## config.mk

```make
export PLATFORM = sky130hd
export DESIGN_NAME = fetch_sequencer
export DESIGN_NICKNAME = d
export VERILOG_FILES = /design/src/rtl/fetch_sequencer_pkg.sv /design/src/rtl/fetch_sequencer_next_pc_sel.sv /design/src/rtl/fetch_sequencer.sv
export SDC_FILE = /design/constraint.sdc
export NUM_CORES = 1
export LEC_CHECK = 0
export CORE_ASPECT_RATIO = 0.8
export CORE_MARGIN = 1.5
export CORE_UTILIZATION = 30
export DETAILED_ROUTE_END_ITERATION = 12
export PLACE_DENSITY = 0.53
export RECOVER_POWER = 100
export SLEW_MARGIN = 20
export SYNTH_ARGS = -nofsm -noshare
export SYNTH_HDL_FRONTEND = slang
export SYNTH_SLANG_ARGS = --single-unit
export TNS_END_PERCENT = 20
```

## constraint.sdc

```tcl
create_clock -name clk -period 5.2 [get_ports clk]
set_input_delay 1.56 -clock clk [delete_from_list [all_inputs] [get_ports clk]]
set_output_delay 1.56 -clock clk [all_outputs]
set_load 0.02 [all_outputs]
```

## src/rtl/fetch_sequencer_pkg.sv

```systemverilog
// Shared definitions for the fetch sequencer: redirect-select encodings,
// fetch FSM states and the default boot address.
package fetch_sequencer_pkg;

    typedef enum logic [1:0] {
        PCSRC_SEQ = 2'd0,
        PCSRC_BR  = 2'd1,
        PCSRC_JR  = 2'd2,
        PCSRC_J   = 2'd3
    } pcsrc_e;

    typedef enum logic [1:0] {
        S_BOOT  = 2'd0,
        S_REQ   = 2'd1,
        S_DRAIN = 2'd2,
        S_HOLD  = 2'd3
    } fetch_state_e;

    localparam logic [31:0] RESET_PC_DEFAULT = 32'h0000_0000;
    localparam int          AW_DEFAULT       = 32;

endpackage

```

## src/rtl/fetch_sequencer_next_pc_sel.sv

```systemverilog
// Redirect target mux: picks branch, register or J-format target from PCSrc.
// Kept standalone so a branch target buffer can reuse the same selection.
module next_pc_sel
    import fetch_sequencer_pkg::*;
#(
    parameter int AW = AW_DEFAULT
) (
    input  logic [1:0]    pc_src,
    input  logic [AW-1:0] branch_target,
    input  logic [AW-1:0] jr_target,
    input  logic [25:0]   jump_index,
    input  logic [AW-1:0] pc_plus4,
    output logic [AW-1:0] target
);

    always_comb begin
        target = pc_plus4;
        case (pcsrc_e'(pc_src))
            PCSRC_BR: target = branch_target;
            PCSRC_JR: target = jr_target;
            // J-format keeps the 256 MB region of the delay-slot-free PC+4
            PCSRC_J:  target = {pc_plus4[AW-1:28], jump_index, 2'b00};
            default:  target = pc_plus4;
        endcase
    end

endmodule

```

## src/rtl/fetch_sequencer.sv

```systemverilog
// Fetch-stage PC, instruction-memory handshake and IF/ID register.
// Optional FETCH_STATS_EN adds saturating redirect/discard counters.
module fetch_sequencer
    import fetch_sequencer_pkg::*;
#(
    parameter logic [31:0] RESET_PC = RESET_PC_DEFAULT,
    parameter int          AW       = AW_DEFAULT
) (
    input  logic          clk,
    input  logic          rst_n,
    input  logic [1:0]    PCSrc,
    input  logic [31:0]   branch_target,
    input  logic [31:0]   jr_target,
    input  logic [25:0]   jump_index,
    input  logic          StallD,
    output logic          imem_req,
    output logic [AW-1:0] imem_addr,
    input  logic          imem_ack,
    input  logic [31:0]   imem_rdata,
    output logic [31:0]   instr_d,
    output logic [AW-1:0] pc_plus4_d,
    output logic          valid_d,
    output logic          StallF,
    output logic          FlushD
`ifdef FETCH_STATS_EN
    ,
    output logic [31:0]   redirect_cnt,
    output logic [31:0]   discard_cnt
`endif
);

    localparam logic [AW-1:0] RESET_ADDR = RESET_PC[AW-1:0];
    localparam logic [AW-1:0] PC_STEP    = AW'(4);

    fetch_state_e  state_reg, state_next;
    logic [AW-1:0] pc_f_reg, pc_f_next;
    logic [AW-1:0] redir_pc_reg, redir_pc_next;
    logic [31:0]   hold_reg, hold_next;
    logic [31:0]   instr_d_reg, instr_d_next;
    logic [AW-1:0] pc_plus4_d_reg, pc_plus4_d_next;
    logic          valid_d_reg, valid_d_next;
    logic          redirect;
    logic [AW-1:0] target;

    next_pc_sel #(.AW(AW)) u_next_pc_sel (
        .pc_src        (PCSrc),
        .branch_target (branch_target[AW-1:0]),
        .jr_target     (jr_target[AW-1:0]),
        .jump_index    (jump_index),
        .pc_plus4      (pc_plus4_d_reg),
        .target        (target)
    );

    // Only a live, non-stalled ID instruction may steer fetch
    assign redirect = valid_d_reg & ~StallD & (PCSrc != PCSRC_SEQ);

    always_ff @(posedge clk or negedge rst_n) begin
        if (!rst_n) begin
            state_reg      <= S_BOOT;
            pc_f_reg       <= RESET_ADDR;
            redir_pc_reg   <= '0;
            hold_reg       <= '0;
            instr_d_reg    <= '0;
            pc_plus4_d_reg <= '0;
            valid_d_reg    <= 1'b0;
        end else begin
            state_reg      <= state_next;
            pc_f_reg       <= pc_f_next;
            redir_pc_reg   <= redir_pc_next;
            hold_reg       <= hold_next;
            instr_d_reg    <= instr_d_next;
            pc_plus4_d_reg <= pc_plus4_d_next;
            valid_d_reg    <= valid_d_next;
        end
    end

    always_comb begin
        state_next      = state_reg;
        pc_f_next       = pc_f_reg;
        redir_pc_next   = redir_pc_reg;
        hold_next       = hold_reg;
        instr_d_next    = instr_d_reg;
        pc_plus4_d_next = pc_plus4_d_reg;
        valid_d_next    = valid_d_reg;

        case (state_reg)
            S_BOOT: begin
                state_next = S_REQ;
            end

            S_REQ: begin
                if (imem_ack) begin
                    if (redirect) begin
                        pc_f_next    = target;
                        valid_d_next = 1'b0;
                    end else if (StallD) begin
                        // ID cannot take the word yet: park it and stop requesting
                        hold_next  = imem_rdata;
                        pc_f_next  = pc_f_reg + PC_STEP;
                        state_next = S_HOLD;
                    end else begin
                        instr_d_next    = imem_rdata;
                        pc_plus4_d_next = pc_f_reg + PC_STEP;
                        valid_d_next    = 1'b1;
                        pc_f_next       = pc_f_reg + PC_STEP;
                    end
                end else if (redirect) begin
                    // Address must stay stable until the in-flight request completes
                    redir_pc_next = target;
                    valid_d_next  = 1'b0;
                    state_next    = S_DRAIN;
                end
            end

            S_DRAIN: begin
                if (imem_ack) begin
                    pc_f_next  = redir_pc_reg;
                    state_next = S_REQ;
                end
            end

            S_HOLD: begin
                if (!StallD) begin
                    if (redirect) begin
                        pc_f_next    = target;
                        valid_d_next = 1'b0;
                    end else begin
                        // pc_f already advanced past the held word, so it is its PC+4
                        instr_d_next    = hold_reg;
                        pc_plus4_d_next = pc_f_reg;
                        valid_d_next    = 1'b1;
                    end
                    state_next = S_REQ;
                end
            end

            default: begin
                state_next = S_BOOT;
            end
        endcase
    end

    assign imem_req   = (state_reg == S_REQ) || (state_reg == S_DRAIN);
    assign imem_addr  = pc_f_reg;
    assign instr_d    = instr_d_reg;
    assign pc_plus4_d = pc_plus4_d_reg;
    assign valid_d    = valid_d_reg;
    assign StallF     = StallD;
    assign FlushD     = redirect;

`ifdef FETCH_STATS_EN
    logic       discard;
    logic [1:0] cnt_inc;

    // Every wrong-path word is dropped exactly once: at a redirecting ack,
    // at the draining ack, or when a parked word is abandoned
    assign discard = ((state_reg == S_REQ)   & imem_ack & redirect) |
                     ((state_reg == S_DRAIN) & imem_ack)            |
                     ((state_reg == S_HOLD)  & ~StallD  & redirect);
    assign cnt_inc = {discard, redirect};

    genvar gi;
    generate
        for (gi = 0; gi < 2; gi++) begin : g_cnt
            logic [31:0] cnt_reg;
            always_ff @(posedge clk or negedge rst_n) begin
                if (!rst_n) begin
                    cnt_reg <= '0;
                end else if (cnt_inc[gi] && (cnt_reg != '1)) begin
                    cnt_reg <= cnt_reg + 32'd1;
                end
            end
        end
    endgenerate

    assign redirect_cnt = g_cnt[0].cnt_reg;
    assign discard_cnt  = g_cnt[1].cnt_reg;
`endif

endmodule

```

==> impl_metrics.csv, run 1 <==
group,metric,value,unit
worst_setup_path,cp_max_fo,2,
cts,cts_resized,0,
floorplan,dieArea,0.0317,sq mm
drt,ant_nets,0,
global_route,met1_usage,0.277,
global_route,gr-usage-met3,0.0481,
cts,cts_inserted_buffers,17,
timing,rsz0062_at_grt,"no",
logic_synthesis,synth_fp_nets,1066,
global_route,grt_pass1_vias,7715,
global_route,grt_overflow,0,
hold_path,hold_path.class,"reg2reg",
timing,fin_skew,0.0111,ns
logic_synthesis,synth_ff_type,"dfrtp_1",
cts,cts_tree,"yes",
drt,viasPerCell,5.13,
worst_setup_path,cp.required,3.64,ns
logic_synthesis,async_reset_ff_frac,1.00,
drt,vias,7901,
power_and_ir_drop,cellPowerDensity,602,mW/mm^2
cts,clock_path_buffers,2,
floorplan,core,0.0302,sq mm
status,outcome,"finished, violations left",
global_route,grt_pass1_wl,45900,um
worst_setup_path,critPathLaunchType,"primary input",
logic_synthesis,synth.most_common_cell,"nand2_1",
finish,drive_gt1_frac,0.117,
logic_synthesis,synth_top_area_frac,0.445,
logic_synthesis,synth_warnings,0,
global_route,grt_usage,0.190,
finish,syn_to_final_growth,33.3,%
global_route,antenna_found_initial,0,
placed_design,place_congestion,0.828,
logic_synthesis,yosysTopAreaCell,"dfrtp_1",
status,failed_checks,"capacitance limit, slew limit",
timing,fmax,211,MHz
drt,wl_per_cell,19.0,um
cts,hold_buffers,0,
floorplan,die_w,199,um
cts,path_clk_slew,0.06,ns
placed_design,port_buffers,227,
drt,drt-initial-drc-count,470,
finish,antenna_cells,0,
timing,fin_crit,4.73,ns
logic_synthesis,synth_area,0.00918,sq mm
logic_synthesis,synth_common_cells,"nand2_1 (192), dfrtp_1 (163), o21ai_0 (88), mux2i_1 (46)",
cts,cts_root_buf,"clkbuf_16",
placed_design,dp_hpwl,20200,um
logic_synthesis,synth_seq_cells,163,
timing,hold_ws,0.472,ns
timing,finalSetupTns,0,ns
placed_design,pre_cts_slack,0.673,ns
drt,detail_route.first_pass.iterations,5,
worst_setup_path,crit_type,"in2out",
worst_setup_path,cp.arrival,3.17,ns
drt,route.detailed.drc,0,
floorplan,dieHeight,159,um
global_route,grtUsageMet2,0.283,
timing,setup_violations,0,
worst_setup_path,endpoint_kind,"primary output",
logic_synthesis,synth_area_per_cell,9.84,sq um
cts,post_cts.repair.setup_buffers,0,
logic_synthesis,ys_types,69,
logic_synthesis,netlist_instances,933,
cts,clkLatencyLatePin,0.43,ns
logic_synthesis,synth.area.top_cells,"dfrtp_1 (44%), nand2_1 (7.9%), mux4_2 (6.4%)",
cts,htreeDepth,4,
floorplan,pin_count,228,
timing,fin_crit_sh,0.909,
logic_synthesis,synth-seq-area-share,0.445,
floorplan,start_util,0.303,
drt,wl,29300,um
floorplan,num_rows,57,
timing,tightestPinTransition,2.70,ns
timing,finalHoldViolations,0,
timing,slew_viol_final,150,
timing,timing.slew.headroom,-0.797,
run,cap_violations,3,
power_and_ir_drop,ir_drop,0.257,mV
global_route,grt_max_degree,100,
power_and_ir_drop,p_leak,4.99,nW
finish,finish.net_count,1250,
logic_synthesis,synth-edff-count,0,
timing,fin_ws,0.472,ns
cts,clock_sinks,163,
power_and_ir_drop,total_power,7.37,mW
global_route,busiest_layer,"met2",
[area by class of cell]
type                    instances  area, sq um
fillers                      3052        18000
clock inverters                 9         83.8
repair buffers                243         2360
clock buffers                  21          460
multi-input cells             680         4680
inverters                      12         45.0
flip-flops and latches        163         4080
well taps                     413          517
[cells by family (layout without fill, tap and decap cells)]
logic type	count (synthesis)	count (layout)	share of synthesized area
adder cells (fa/ha/maj)	5	5	0.00682
AND/OR/NAND/NOR	328	328	0.170
AO/OA/AOI/OAI	213	213	0.149
XOR/XNOR	26	26	0.0248
buffers and inverters	90	285	0.0470
multiplexers	108	108	0.158
flip-flops	163	163	0.445
[report_power, final]
group	internal, mW	total (mW)	switching [mW]
sequential	1.89	2.50	0.611
combinational	1.58	3.65	2.07
clock	0.677	1.22	0.538
total	4.15	7.37	3.22
[worst paths after layout]
check / depth (start not counted) / slack, ns / startpoint / end
worst min-delay path: 2 / 0.47 / instr_d[0]$_DFFE_PN0P_ / instr_d[0]$_DFFE_PN0P_
worst min register to register: 2 / 0.47 / instr_d[0]$_DFFE_PN0P_ / instr_d[0]$_DFFE_PN0P_
worst max-delay path: 4 / 0.47 / StallD / FlushD
worst max register to register: 6 / 1.28 / state_reg[0]$_DFFE_PN0P_ / imem_addr[30]$_DFFE_PN0P_
max in group asynchronous: 2 / 0.98 / rst_n / hold_reg[31]$_DFFE_PN0P_
min in group asynchronous: 1 / 1.99 / rst_n / pc_plus4_d[25]$_DFFE_PN0P_
[metrics by stage]
stage	instances	cell area [sq um]	utilization
finish	1541	12200	0.404
global placement	1511	11700	0.388
CTS	1541	12300	0.406
detailed placement	1511	11700	0.388
global route	1541	12200	0.404
floorplan	933	9180	-
[cell usage in the layout, fill, tap and decap left out, drive strengths merged, types with 7 or more instances in the layout]
cell type / count
a21oi: 36
a41oi: 7
buf: 11
clkbuf: 29
clkdlybuf4s50: 122
dfrtp: 163
dlygate4sd3: 102
inv: 11
mux2: 36
mux2i: 46
mux4: 26
nand2: 193
nand3: 19
nand4: 16
nor2: 31
nor3: 20
nor4: 14
o211ai: 18
o21a: 13
o21ai: 91
or3: 10
xnor2: 23
[metal layers]
metal  vias up  share of wire  routed length (um)
li1       3741              -                   -
met1      3915           0.49               14300
met2       225           0.43               12700
met3        20          0.070                2050
met4         0         0.0089                 261
met5         -              0                   0
[worst max-delay path: stages]
cell	delay [ns]
dlygate4sd3_1	0.55
or2_2	0.32
clkinv_1	0.07
dlygate4sd3_1	0.67
(Power assumes the default switching activity.)
==> run 2, diff against run 1 <==
--- a/config.mk
+++ b/config.mk
@@ -5,6 +5,7 @@
 export SDC_FILE = /design/constraint.sdc
 export NUM_CORES = 1
 export LEC_CHECK = 0
+export ABC_CLOCK_PERIOD_IN_PS = 5200
 export CORE_ASPECT_RATIO = 0.8
 export CORE_MARGIN = 1.5
 export CORE_UTILIZATION = 30
==> results of run 2 <==
Final layout, timing and power as in run 1 (identical DEF).
==> run 3, diff against run 2 <==
--- a/config.mk
+++ b/config.mk
@@ -6,11 +6,12 @@
 export NUM_CORES = 1
 export LEC_CHECK = 0
 export ABC_CLOCK_PERIOD_IN_PS = 5200
+export CAP_MARGIN = 30
 export CORE_ASPECT_RATIO = 0.8
 export CORE_MARGIN = 1.5
-export CORE_UTILIZATION = 30
+export CORE_UTILIZATION = 25
 export DETAILED_ROUTE_END_ITERATION = 12
-export PLACE_DENSITY = 0.53
+export PLACE_DENSITY = 0.46
 export RECOVER_POWER = 100
 export SLEW_MARGIN = 20
 export SYNTH_ARGS = -nofsm -noshare
==> run 3 against run 2 <==
Effect of this change: the run still ends with capacitance limit, slew limit left; total power up 3.4%; final cell count up 4.7%; sequential power about the same; wire length up 7.8%; highest routed layer is now met5.
==> impl_metrics.csv, run 3 (synthesis gave the netlist of run 1 again) <==
group,metric,value,unit
worst_setup_path,worstSetupStartpoint,"StallD",
finish,layout_common_cells,"nand2_1 (191), dfrtp_1 (163), clkdlybuf4s50_1 (122), dlygate4sd3_1 (101), o21ai_0 (88)",
cts,cts_resized,0,
cts,clock_path_buffers,2,
power_and_ir_drop,cellPowerDensity,613,mW/mm^2
drt,detail_route.first_pass.iterations,5,
worst_setup_path,ff2ff_path_depth,8,
finish,multi_input_area,0.00468,sq mm
power_and_ir_drop,p_seq_frac,0.328,
floorplan,start_util,0.255,
finish,mostFrequentLayoutCell,"nand2_1",
finish,seqCellArea,0.00408,sq mm
worst_setup_path,r2r_slack,1.70,ns
finish,drive_gt1_frac,0.124,
global_route,grt_usage,0.170,
hold_path,hp-start,"instr_d[16]$_DFFE_PN0P_",
placed_design,dpl_cell_area,0.0119,sq mm
drt,wl,31600,um
cts,htreeDepth,4,
floorplan,core,0.0360,sq mm
global_route,grt_max_degree,97,
power_and_ir_drop,p_int,4.32,mW
timing,fin_crit_sh,0.874,
worst_setup_path,crit_chain,"dlygate4sd3_1 > or2_2 > clkinv_1 > clkbuf_1",
timing,finalSetupTns,0,ns
finish,fillers,3707,
power_and_ir_drop,p_leak,5.06,nW
drt,route.detailed.drc,0,
run,cap_violations,2,
floorplan,die_w,217,um
placed_design,place_congestion,0.794,
drt,ant_nets,0,
timing,fmax,220,MHz
cts,path_clk_slew,0.06,ns
power_and_ir_drop,switchingPower,3.30,mW
floorplan,dieHeight,174,um
finish,syn_to_final_growth,35.6,%
worst_setup_path,cp.arrival,2.98,ns
worst_setup_path,cp.required,3.64,ns
worst_setup_path,endpoint_kind,"primary output",
drt,drt-initial-drc-count,463,
global_route,antenna_found_initial,4,
worst_setup_path,critPathLaunchType,"primary input",
status,outcome,"finished, violations left",
global_route,grt_pass1_wl,49100,um
power_and_ir_drop,switching_share,0.433,
floorplan,dieArea,0.0379,sq mm
drt,viasPerCell,4.87,
global_route,grt_overflow,0,
worst_setup_path,r2r_start,"state_reg[0]$_DFFE_PN0P_",
worst_setup_path,slowest_delay,0.58,ns
cts,cts_inserted_buffers,17,
power_and_ir_drop,combPwrFrac,0.485,
floorplan,pin_count,228,
cts,clkLatencyLatePin,0.44,ns
timing,finalHoldViolations,0,
hold_path,hold_path.class,"reg2reg",
cts,cts_tree,"yes",
timing,slew_viol_final,86,
worst_setup_path,timing.rr.end,"imem_addr[8]$_DFFE_PN0P_",
power_and_ir_drop,ir_drop,0.348,mV
drt,wl_per_cell,19.6,um
finish,finish.net_count,1253,
placed_design,dp_hpwl,21700,um
global_route,grt_pass1_vias,7925,
status,failed_checks,"capacitance limit, slew limit",
cts,hold_buffers,0,
timing,tightestPinTransition,2.01,ns
floorplan,num_rows,62,
timing,fin_skew,0.0102,ns
cts,clock_sinks,163,
cts,post_cts.repair.setup_buffers,0,
drt,vias,7855,
worst_setup_path,crit_type,"in2out",
cts,cts_root_buf,"clkbuf_16",
hold_path,holdPathEnd,"instr_d[16]$_DFFE_PN0P_",
worst_setup_path,cp.buffers_inverters,3,
timing,fin_crit,4.54,ns
timing,rsz0062_at_grt,"no",
hold_path,worstHoldPathCells,2,
placed_design,port_buffers,227,
worst_setup_path,cp_max_fo,8,
worst_setup_path,slowest_stage,"dlygate4sd3_1",
timing,timing.slew.headroom,-0.342,
worst_setup_path,critPathTopFamily,"buffers and inverters",
finish,design_area,0.0124,sq mm
timing,setup_violations,0,
power_and_ir_drop,clkPwrFrac,0.187,
[run 3: changes by cell type in the layout (fill, tap and decap cells not counted), sizes merged]
cell         previous run  this run
buf                    11        14
bufinv                  1         4
clkbuf                 29        30
clkinv                  5         3
clkinvlp                4         3
diode                   0         1
dlygate4sd3           102       101
inv                    11        13
[run 3: layout make-up]
class / count / area share
Sequential cell: 163 / 0.328
Multi-Input combinational cell: 680 / 0.376
Inverter: 12 / 0.00362
Timing Repair Buffer: 246 / 0.192
Tap cell: 480 / 0.0483
Antenna cell: 1 / 0.000201
Clock buffer: 21 / 0.0378
Clock inverter: 11 / 0.0140
[run 3: worst max-delay path by stage]
stage	to	slack (ns)	depth (start not counted)
after detailed placement	FlushD	0.89	4
after floorplan	FlushD	1.33	4
after global routing	redir_pc_reg[23]$_DFFE_PN0P_	0.45	3
after global placement	FlushD	0.90	4
final	FlushD	0.66	4
after CTS	FlushD	0.88	4
[run 3: stage by stage]
step / hold WS [ns] / setup slack [ns] / cells / total power [mW] / util
5_1_grt: 0.506 / 0.449 / 1613 / 8.19 / 0.346
4_1_cts: 0.480 / 0.885 / 1612 / 7.90 / 0.347
2_1_floorplan: 0.445 / 1.33 / 933 / 4.81 / -
6_report: 0.475 / 0.657 / 1614 / 7.62 / 0.346
3_3_place_gp: 0.459 / 0.902 / 1578 / 6.37 / 0.329
3_5_place_dp: 0.463 / 0.887 / 1580 / 6.44 / 0.330
[run 3: power by group through the flow]
stage | sequential [mW] | clock (mW) | combinational [mW]
after detailed placement | 2.54 | 0 | 3.90
after global routing | 2.61 | 1.52 | 4.06
after CTS | 2.53 | 1.46 | 3.92
after floorplan | 2.70 | 0 | 2.11
final | 2.50 | 1.42 | 3.69
after global placement | 2.52 | 0 | 3.85
[run 3: worst reg2reg max path, stage by stage, from the launching register on]
cell and delay (ns):
dfrtp_1 0.45, inv_1 0.11, ha_1 0.43, buf_4 0.36, o31ai_2 1.21, clkbuf_1 0.44
o21ai_0 0.16, o211ai_1 0.15, o21a_1 0.14
[run 3: metal layers]
metal,up-vias,wire length [um],GRT usage
met1,3838,14500,0.227
met3,33,2690,0.0637
li1,3747,-,-
met4,6,406,0.0469
met5,-,41,0
met2,231,14000,0.256
